File: src/rtl/axi4_rd_pkg.sv
// Shared types, AXI encodings and burst-length helper for the AXI4 read engine.
package axi4_rd_pkg;

    typedef enum logic [1:0] {
        ST_IDLE = 2'd0,
        ST_AR   = 2'd1,
        ST_R    = 2'd2,
        ST_DONE = 2'd3
    } rd_state_e;

    localparam logic [1:0] BURST_INCR    = 2'b01;
    localparam logic [1:0] RESP_OKAY     = 2'b00;
    localparam logic [1:0] RESP_EXOKAY   = 2'b01;
    localparam logic [1:0] RESP_SLVERR   = 2'b10;
    localparam logic [1:0] RESP_DECERR   = 2'b11;
    localparam logic [3:0] CACHE_DEFAULT = 4'b0011;

    // Beats in the next burst: bounded by what is left, the burst cap and the 4KB page.
    function automatic logic [8:0] calc_blen(input logic [11:0] addr_lo,
                                             input logic [31:0] remain,
                                             input logic [31:0] max_beats,
                                             input logic [3:0]  bpb_log2);
        logic [31:0] room_v;
        logic [31:0] capped_v;
        room_v   = (32'd4096 - {20'd0, addr_lo}) >> bpb_log2;
        capped_v = (max_beats < remain) ? max_beats : remain;
        capped_v = (room_v < capped_v) ? room_v : capped_v;
        return 9'(capped_v);
    endfunction

endpackage

File: src/rtl/axi4_rd_if.sv
// AXI4 read-address and read-data channel bundles.
interface AXI4_A_IF #(
    parameter int ID_WIDTH   = 4,
    parameter int ADDR_WIDTH = 32
) ();
    logic [ID_WIDTH-1:0]   aid;
    logic [ADDR_WIDTH-1:0] aaddr;
    logic [7:0]            alen;
    logic [2:0]            asize;
    logic [1:0]            aburst;
    logic [3:0]            acache;
    logic [2:0]            aprot;
    logic [3:0]            aqos;
    logic [3:0]            aregion;
    logic                  avalid;
    logic                  aready;

    modport master (output aid, aaddr, alen, asize, aburst, acache, aprot, aqos, aregion, avalid,
                    input  aready);
    modport slave  (input  aid, aaddr, alen, asize, aburst, acache, aprot, aqos, aregion, avalid,
                    output aready);
endinterface

interface AXI4_R_IF #(
    parameter int ID_WIDTH   = 4,
    parameter int DATA_WIDTH = 64
) ();
    logic [ID_WIDTH-1:0]   rid;
    logic [DATA_WIDTH-1:0] rdata;
    logic [1:0]            rresp;
    logic                  rlast;
    logic                  rvalid;
    logic                  rready;

    modport master (input rid, rdata, rresp, rlast, rvalid, output rready);
    modport slave  (output rid, rdata, rresp, rlast, rvalid, input rready);
endinterface

File: src/rtl/axi4_burst_calc.sv
// Combinational burst sizing that keeps every burst inside one 4KB page.
module axi4_burst_calc
    import axi4_rd_pkg::*;
#(
    parameter int LEN_WIDTH     = 16,
    parameter int MAX_BURST_LEN = 16,
    parameter int BPB_LOG2      = 3
) (
    input  logic [11:0]          addr_lo,
    input  logic [LEN_WIDTH-1:0] remain,
    output logic [8:0]           blen
);

    assign blen = calc_blen(addr_lo, 32'(remain), 32'(MAX_BURST_LEN), 4'(BPB_LOG2));

endmodule

File: src/rtl/axi4_rd_engine.sv
// AXI4 read master: splits one byte-length request into INCR bursts and streams R beats out.
module axi4_rd_engine
    import axi4_rd_pkg::*;
#(
    parameter int ID_WIDTH      = 4,
    parameter int ADDR_WIDTH    = 32,
    parameter int DATA_WIDTH    = 64,
    parameter int LEN_WIDTH     = 16,
    parameter int MAX_BURST_LEN = 16,
    parameter int AXI_ID        = 0
) (
    input  logic                  aclk,
    input  logic                  areset,
    input  logic                  req_valid,
    output logic                  req_ready,
    input  logic [ADDR_WIDTH-1:0] req_addr,
    input  logic [LEN_WIDTH-1:0]  req_len,
    AXI4_A_IF.master              ar_if,
    AXI4_R_IF.master              r_if,
    output logic                  out_valid,
    input  logic                  out_ready,
    output logic [DATA_WIDTH-1:0] out_data,
    output logic                  out_last,
    output logic                  done_valid,
    output logic                  done_err
);

    localparam int BPB_LOG2 = $clog2(DATA_WIDTH / 8);

    rd_state_e             state_r, state_s;
    logic [ADDR_WIDTH-1:0] addr_r;
    logic [LEN_WIDTH-1:0]  remain_r;
    logic [8:0]            beat_cnt_r;
    logic [7:0]            alen_r;
    logic                  err_r;

    logic [LEN_WIDTH-1:0]  req_beats_s;
    logic [11:0]           calc_addr_s;
    logic [LEN_WIDTH-1:0]  calc_remain_s;
    logic [8:0]            blen_s;
    logic [8:0]            blen_cur_s;
    logic                  last_beat_s;
    logic                  beat_hs_s;
    logic                  unused_ok_s;

    assign req_beats_s   = req_len >> BPB_LOG2;
    // Sizing looks at the incoming request in IDLE, at the running position otherwise.
    assign calc_addr_s   = (state_r == ST_IDLE) ? req_addr[11:0] : addr_r[11:0];
    assign calc_remain_s = (state_r == ST_IDLE) ? req_beats_s : remain_r;
    assign blen_cur_s    = {1'b0, alen_r} + 9'd1;
    assign last_beat_s   = (beat_cnt_r == 9'd1);
    assign beat_hs_s     = r_if.rvalid & out_ready;
    assign unused_ok_s   = ^{r_if.rid, r_if.rresp[0]};

    axi4_burst_calc #(
        .LEN_WIDTH     (LEN_WIDTH),
        .MAX_BURST_LEN (MAX_BURST_LEN),
        .BPB_LOG2      (BPB_LOG2)
    ) u_burst_calc (
        .addr_lo (calc_addr_s),
        .remain  (calc_remain_s),
        .blen    (blen_s)
    );

    // State, position, beat counter and sticky error registers
    always_ff @(posedge aclk or posedge areset) begin
        if (areset) begin
            state_r    <= ST_IDLE;
            addr_r     <= {ADDR_WIDTH{1'b0}};
            remain_r   <= {LEN_WIDTH{1'b0}};
            beat_cnt_r <= 9'd0;
            alen_r     <= 8'd0;
            err_r      <= 1'b0;
        end else begin
            state_r <= state_s;
            case (state_r)
                ST_IDLE: begin
                    if (req_valid) begin
                        addr_r   <= req_addr;
                        remain_r <= req_beats_s;
                        if (blen_s != 9'd0) begin
                            alen_r <= blen_s[7:0] - 8'd1;
                        end
                    end
                end
                ST_AR: begin
                    if (ar_if.aready) begin
                        addr_r     <= addr_r + (ADDR_WIDTH'(blen_cur_s) << BPB_LOG2);
                        remain_r   <= remain_r - LEN_WIDTH'(blen_cur_s);
                        beat_cnt_r <= blen_cur_s;
                    end
                end
                ST_R: begin
                    if (beat_hs_s) begin
                        beat_cnt_r <= beat_cnt_r - 9'd1;
                        err_r      <= err_r | r_if.rresp[1] | (r_if.rlast != last_beat_s);
                        // Latch the next burst size as we leave for AR.
                        if (last_beat_s && (remain_r != {LEN_WIDTH{1'b0}})) begin
                            alen_r <= blen_s[7:0] - 8'd1;
                        end
                    end
                end
                ST_DONE: begin
                    err_r <= 1'b0;
                end
                default: begin
                    err_r <= 1'b0;
                end
            endcase
        end
    end

    // Next-state and per-state handshake/stream decode
    always_comb begin
        state_s      = state_r;
        req_ready    = 1'b0;
        ar_if.avalid = 1'b0;
        r_if.rready  = 1'b0;
        out_valid    = 1'b0;
        out_data     = {DATA_WIDTH{1'b0}};
        out_last     = 1'b0;
        done_valid   = 1'b0;
        done_err     = 1'b0;
        case (state_r)
            ST_IDLE: begin
                req_ready = 1'b1;
                if (req_valid) begin
                    state_s = (req_beats_s == {LEN_WIDTH{1'b0}}) ? ST_DONE : ST_AR;
                end else begin
                    state_s = ST_IDLE;
                end
            end
            ST_AR: begin
                ar_if.avalid = 1'b1;
                if (ar_if.aready) begin
                    state_s = ST_R;
                end else begin
                    state_s = ST_AR;
                end
            end
            ST_R: begin
                out_valid   = r_if.rvalid;
                r_if.rready = out_ready;
                out_data    = r_if.rdata;
                out_last    = last_beat_s & (remain_r == {LEN_WIDTH{1'b0}});
                if (beat_hs_s && last_beat_s) begin
                    state_s = (remain_r == {LEN_WIDTH{1'b0}}) ? ST_DONE : ST_AR;
                end else begin
                    state_s = ST_R;
                end
            end
            ST_DONE: begin
                done_valid = 1'b1;
                done_err   = err_r;
                state_s    = ST_IDLE;
            end
            default: begin
                state_s = ST_IDLE;
            end
        endcase
    end

    // AR payload: live only while the address is being offered, zero otherwise
    always_comb begin
        if (state_r == ST_AR) begin
            ar_if.aid     = ID_WIDTH'(AXI_ID);
            ar_if.aaddr   = addr_r;
            ar_if.alen    = alen_r;
            ar_if.asize   = 3'(BPB_LOG2);
            ar_if.aburst  = BURST_INCR;
            ar_if.acache  = CACHE_DEFAULT;
        end else begin
            ar_if.aid     = {ID_WIDTH{1'b0}};
            ar_if.aaddr   = {ADDR_WIDTH{1'b0}};
            ar_if.alen    = 8'd0;
            ar_if.asize   = 3'd0;
            ar_if.aburst  = 2'b00;
            ar_if.acache  = 4'd0;
        end
        ar_if.aprot   = 3'd0;
        ar_if.aqos    = 4'd0;
        ar_if.aregion = 4'd0;
    end

endmodule

File: src/flat_wrapper.sv
// flat-port wrapper written by rule: the top's interface ports become plain ports
module axi4_rd_engine_flat import axi4_rd_pkg::*;
#(
    parameter int ID_WIDTH      = 4,
    parameter int ADDR_WIDTH    = 32,
    parameter int DATA_WIDTH    = 64,
    parameter int LEN_WIDTH     = 16,
    parameter int MAX_BURST_LEN = 16,
    parameter int AXI_ID        = 0
)
  (aclk, areset, req_valid, req_ready, req_addr, req_len, out_valid, out_ready, out_data, out_last, done_valid, done_err, ar_if_aid, ar_if_aaddr, ar_if_alen, ar_if_asize, ar_if_aburst, ar_if_acache, ar_if_aprot, ar_if_aqos, ar_if_aregion, ar_if_avalid, ar_if_aready, r_if_rid, r_if_rdata, r_if_rresp, r_if_rlast, r_if_rvalid, r_if_rready);
  AXI4_A_IF #(.ID_WIDTH(ID_WIDTH), .ADDR_WIDTH(ADDR_WIDTH)) ar_if_i ();
  AXI4_R_IF #(.ID_WIDTH(ID_WIDTH), .DATA_WIDTH(DATA_WIDTH)) r_if_i ();
  input  logic aclk;
  input  logic areset;
  input  logic req_valid;
  output logic req_ready;
  input  logic [ADDR_WIDTH-1:0] req_addr;
  input  logic [LEN_WIDTH-1:0] req_len;
  output logic out_valid;
  input  logic out_ready;
  output logic [DATA_WIDTH-1:0] out_data;
  output logic out_last;
  output logic done_valid;
  output logic done_err;
  output wire logic [$bits(ar_if_i.aid)-1:0] ar_if_aid;
  output wire logic [$bits(ar_if_i.aaddr)-1:0] ar_if_aaddr;
  output wire logic [$bits(ar_if_i.alen)-1:0] ar_if_alen;
  output wire logic [$bits(ar_if_i.asize)-1:0] ar_if_asize;
  output wire logic [$bits(ar_if_i.aburst)-1:0] ar_if_aburst;
  output wire logic [$bits(ar_if_i.acache)-1:0] ar_if_acache;
  output wire logic [$bits(ar_if_i.aprot)-1:0] ar_if_aprot;
  output wire logic [$bits(ar_if_i.aqos)-1:0] ar_if_aqos;
  output wire logic [$bits(ar_if_i.aregion)-1:0] ar_if_aregion;
  output wire logic [$bits(ar_if_i.avalid)-1:0] ar_if_avalid;
  input wire logic [$bits(ar_if_i.aready)-1:0] ar_if_aready;
  input wire logic [$bits(r_if_i.rid)-1:0] r_if_rid;
  input wire logic [$bits(r_if_i.rdata)-1:0] r_if_rdata;
  input wire logic [$bits(r_if_i.rresp)-1:0] r_if_rresp;
  input wire logic [$bits(r_if_i.rlast)-1:0] r_if_rlast;
  input wire logic [$bits(r_if_i.rvalid)-1:0] r_if_rvalid;
  output wire logic [$bits(r_if_i.rready)-1:0] r_if_rready;
  assign ar_if_aid = ar_if_i.aid;
  assign ar_if_aaddr = ar_if_i.aaddr;
  assign ar_if_alen = ar_if_i.alen;
  assign ar_if_asize = ar_if_i.asize;
  assign ar_if_aburst = ar_if_i.aburst;
  assign ar_if_acache = ar_if_i.acache;
  assign ar_if_aprot = ar_if_i.aprot;
  assign ar_if_aqos = ar_if_i.aqos;
  assign ar_if_aregion = ar_if_i.aregion;
  assign ar_if_avalid = ar_if_i.avalid;
  assign ar_if_i.aready = ar_if_aready;
  assign r_if_i.rid = r_if_rid;
  assign r_if_i.rdata = r_if_rdata;
  assign r_if_i.rresp = r_if_rresp;
  assign r_if_i.rlast = r_if_rlast;
  assign r_if_i.rvalid = r_if_rvalid;
  assign r_if_rready = r_if_i.rready;
  axi4_rd_engine #(.ID_WIDTH(ID_WIDTH), .ADDR_WIDTH(ADDR_WIDTH), .DATA_WIDTH(DATA_WIDTH), .LEN_WIDTH(LEN_WIDTH), .MAX_BURST_LEN(MAX_BURST_LEN), .AXI_ID(AXI_ID)) u_core (.aclk(aclk), .areset(areset), .req_valid(req_valid), .req_ready(req_ready), .req_addr(req_addr), .req_len(req_len), .ar_if(ar_if_i), .r_if(r_if_i), .out_valid(out_valid), .out_ready(out_ready), .out_data(out_data), .out_last(out_last), .done_valid(done_valid), .done_err(done_err));
endmodule
File: config.mk
export PLATFORM = sky130hd
export DESIGN_NAME = axi4_rd_engine_flat
export DESIGN_NICKNAME = d
export VERILOG_FILES = /design/src/rtl/axi4_rd_pkg.sv /design/src/rtl/axi4_rd_if.sv /design/src/rtl/axi4_burst_calc.sv /design/src/rtl/axi4_rd_engine.sv /design/src/flat_wrapper.sv
export SDC_FILE = /design/constraint.sdc
export NUM_CORES = 1
export LEC_CHECK = 0
export ABC_AREA = 1
export CAP_MARGIN = 10
export CORE_MARGIN = 2
export CORE_UTILIZATION = 45
export CTS_CLUSTER_DIAMETER = 60
export DETAILED_ROUTE_END_ITERATION = 16
export HOLD_SLACK_MARGIN = 0.12
export PLACE_DENSITY = 0.82
export REMOVE_ABC_BUFFERS = 1
export SLEW_MARGIN = 20
export SYNTH_ARGS = -nofsm -noshare
export SYNTH_HDL_FRONTEND = slang
export SYNTH_SLANG_ARGS = --single-unit
File: constraint.sdc
create_clock -name aclk -period 3.89 [get_ports aclk]
set_input_delay 0.778 -clock aclk [delete_from_list [all_inputs] [get_ports aclk]]
set_output_delay 0.778 -clock aclk [all_outputs]
set_load 0.05 [all_outputs]
==> results.toml, run 1 <==
[outcome]
outcome = "completed"

[placement]
dp_slack_ps = -355.4
placed_cells = 1532
dpl-instance-area_mm2 = 0.009472
io_buffers = 232
place.detailed.hpwl_um = 17300
gp_congestion = 0.9409

[worst_setup_path]
startpoint_type = "input pin"
slowest_delay_ps = 420
crit_type = "input pin to register"
crit_family = "simple AND/OR/NAND/NOR gates"
crit_start = "req_len[15]"
cp_data_arrival_time_ps = 4000
crit_slowest_cell = "clkdlybuf4s50_1"
endpoint = "u_core.alen_r[4]"
crit_top_cell = "nand2_1"
reg2reg_from = "u_core.state_r[0]"
worst-path-stages = 27
path_max_fanout = 7
end_kind = "register"
ff2ff_path_depth = 29
crit_required_ps = 4150
r2r_setup_slack_ps = 300
worst-path-buf-inv = 3
r2r-end = "u_core.alen_r[4]"

[floorplanning]
core_mm2 = 0.01459
initial_core_util_pct = 46.11
io_pins = 260
chipWidth_um = 126.3
die_h_um = 126.3
dieArea_mm2 = 0.01594
core.rowCount = 44

[clock_network]
numCtsBuffers = 9
clockRootBuffer = "clkbuf_16"
cts_sinks = 68
clk_latency_ps = 350
clk_path_buf_depth = 2
clk_pin_slew_ps = 50
cts_tree = "yes"
htreeDepth = 3

[job]
drv_cap = 0

[sta]
setup_viol = 0
max_slew_margin_pct = 50.20
worstMarginPinSlew_ps = 746.0
min_period_ps = 3734
fin_crit_sh_pct = 95.98
final_max_slew_viol_count = 0
fmax_ghz = 0.2678
fin_worst_skew_ps = 7.651
fin_tns_setup_ps = 0
hold_viol_final = 0
final.setup.worst_slack_ps = 156.5

[logic_synthesis]
yosys_warnings = 0
ys.flop_type = "dfrtp_1"
yosys.area.top_type = "dfrtp_1"
avgSynthCellArea_um2 = 6.195
yosysTopAreaCellShare_pct = 25.29
synth_edf_count = 0
ys_seq_area_share_pct = 25.29
netlist_area_mm2 = 0.006728
ys_async_sr_fraction_pct = 100.0
synth_area_leaders = "dfrtp_1 (25%), nand2_1 (12%), nor2_1 (11%), inv_1 (10%), ha_1 (6.0%)"
yosys_register_bits = 68
yosys.cell_types.count = 55
synth_cells = 1086

[cells_and_area]
final_cell_mix = "nand2_1 (218), nor2_1 (195), inv_1 (184)"
final_common_cell = "nand2_1"
drive_gt1_share_pct = 13.91
stdcell_count = 1560
stdcell_area_mm2 = 0.009967
syn_to_final_growth_pct = 48.15
fin_util_pct = 68.32
num-nets-final = 1527

[route]
drcViolationCount = 0
via_count = 7805
vias_per_cell = 5.003
avgRoutedWirePerCell_um = 14.13
drtPass1Iterations = 7
final_antenna_net_count = 0
drtIter0Drc = 563
wl_um = 22040

[hold_path]
hold_start = "u_core.alen_r[7]"
hold_class = "register to register"

[power]
ir_worst_vdd_uv = 255.1
leakage_nw = 5.110
power_density_mw_per_mm2 = 599.6

[global_routing]
grt_pass1_vias = 7294
grt.overflow.total = 0
grt_pass1_wl_um = 34640
antenna_found_initial = 3
grt_max_degree = 51
track_usage_pct = 26.95
[worst min path at each step]
stage | endpoint | cells after the start
after floorplan | u_core.alen_r[6] | 2
after global placement | u_core.alen_r[7] | 2
after detailed placement | u_core.alen_r[7] | 2
after CTS | u_core.alen_r[7] | 2
after global routing | u_core.alen_r[6] | 2
final | u_core.alen_r[7] | 2
[cell usage after synthesis (2+ instances only)]
| master | number |
|---|---|
| nor3b_1 | 2 |
| nand3_2 | 2 |
| o22ai_1 | 9 |
| o311ai_0 | 3 |
| o21ai_1 | 13 |
| buf_1 | 4 |
| nand3b_1 | 4 |
| buf_6 | 3 |
| ha_1 | 32 |
| nand4_1 | 16 |
| xnor2_1 | 5 |
| nor2_1 | 197 |
| inv_2 | 6 |
| a31oi_1 | 9 |
| buf_4 | 24 |
| o21ai_2 | 3 |
| dfrtp_1 | 68 |
| nand2_4 | 3 |
| inv_1 | 188 |
| clkbuf_1 | 26 |
| nor2_2 | 5 |
| o211ai_1 | 8 |
| o21ai_0 | 72 |
| o21bai_1 | 3 |
| nor3_1 | 10 |
| or2_0 | 2 |
| conb_1 | 2 |
| nand2_2 | 10 |
| nand2_1 | 221 |
| xor2_1 | 23 |
| nor4_1 | 8 |
| o2111ai_1 | 3 |
| nor2_4 | 4 |
| a21oi_1 | 36 |
| nand3_1 | 41 |
| fa_1 | 2 |
[power by group]
group | internal, mW | leakage (nW) | total, mW | switching, mW
Combinational | 1.51 | 4.16 | 3.80 | 2.28
Clock | 0.493 | 0.139 | 0.818 | 0.325
Sequential | 1.03 | 0.808 | 1.36 | 0.332
[through the flow]
step                      hold slack (ps)  power, mW
after detailed placement            476.1      4.992
after global routing                523.1      6.515
after global placement              473.0      4.897
after floorplan                     449.1      3.868
final                               491.0      5.977
after CTS                           490.2      5.839
[worst register-to-register path: cells and delay by family, from the launching register on]
kind / cells / cell delay [ps]
flip-flops: 1 / 470
buffers and inverters: 6 / 630
AO/OA/AOI/OAI: 3 / 440
AND/OR/NAND/NOR: 18 / 1460
adder cells (fa/ha/maj): 2 / 500
[metal layers]
layer | routed length, µm | track usage (%)
met5 | 0 | 0
met4 | 665 | 11.83
met3 | 1576 | 4.928
met2 | 11160 | 48.99
met1 | 8640 | 30.76
[state kept, by name (all words and copies together) (netlist names)]
register / flops
u_core.remain_r: 16
u_core.beat_cnt_r: 9
u_core.alen_r: 8
u_core.addr_r: 32
u_core.state_r: 2
u_core.err_r: 1
[what timing repair did]
action	in CTS	in global routing
pin swaps	2	13
gates cloned	1	0
hold buffers	0	0
setup endpoints to repair	1	12
gates resized for setup	0	34
setup buffers	1	7
[cells by family after synthesis]
group / after synthesis / synth area share [%]
compound gates: 172 / 14.82
xor+xnor: 28 / 3.645
fa+ha+maj: 34 / 6.546
buf+inv: 252 / 15.75
flops: 68 / 25.29
mux: 1 / 0.1488
other cells: 2 / 0.1116
simple gates: 529 / 33.68
[layout make-up]
cell class	count	area [µm²]
clock inverter	5	52.55
antenna	3	7.507
clock buffer	11	232.7
tap	184	230.2
sequential	68	1703
multi-input combinational	789	4163
inverter	195	735.7
timing repair buffer	305	2843
fill	1218	4622
No activity file was read; power rests on OpenSTA's default activity.
==> inputs of run 2 (changes only) <==
- TNS_END_PERCENT: unset -> 50
==> results of run 2 <==
Same layout as run 1: the final DEF is identical, and so are final timing and power.
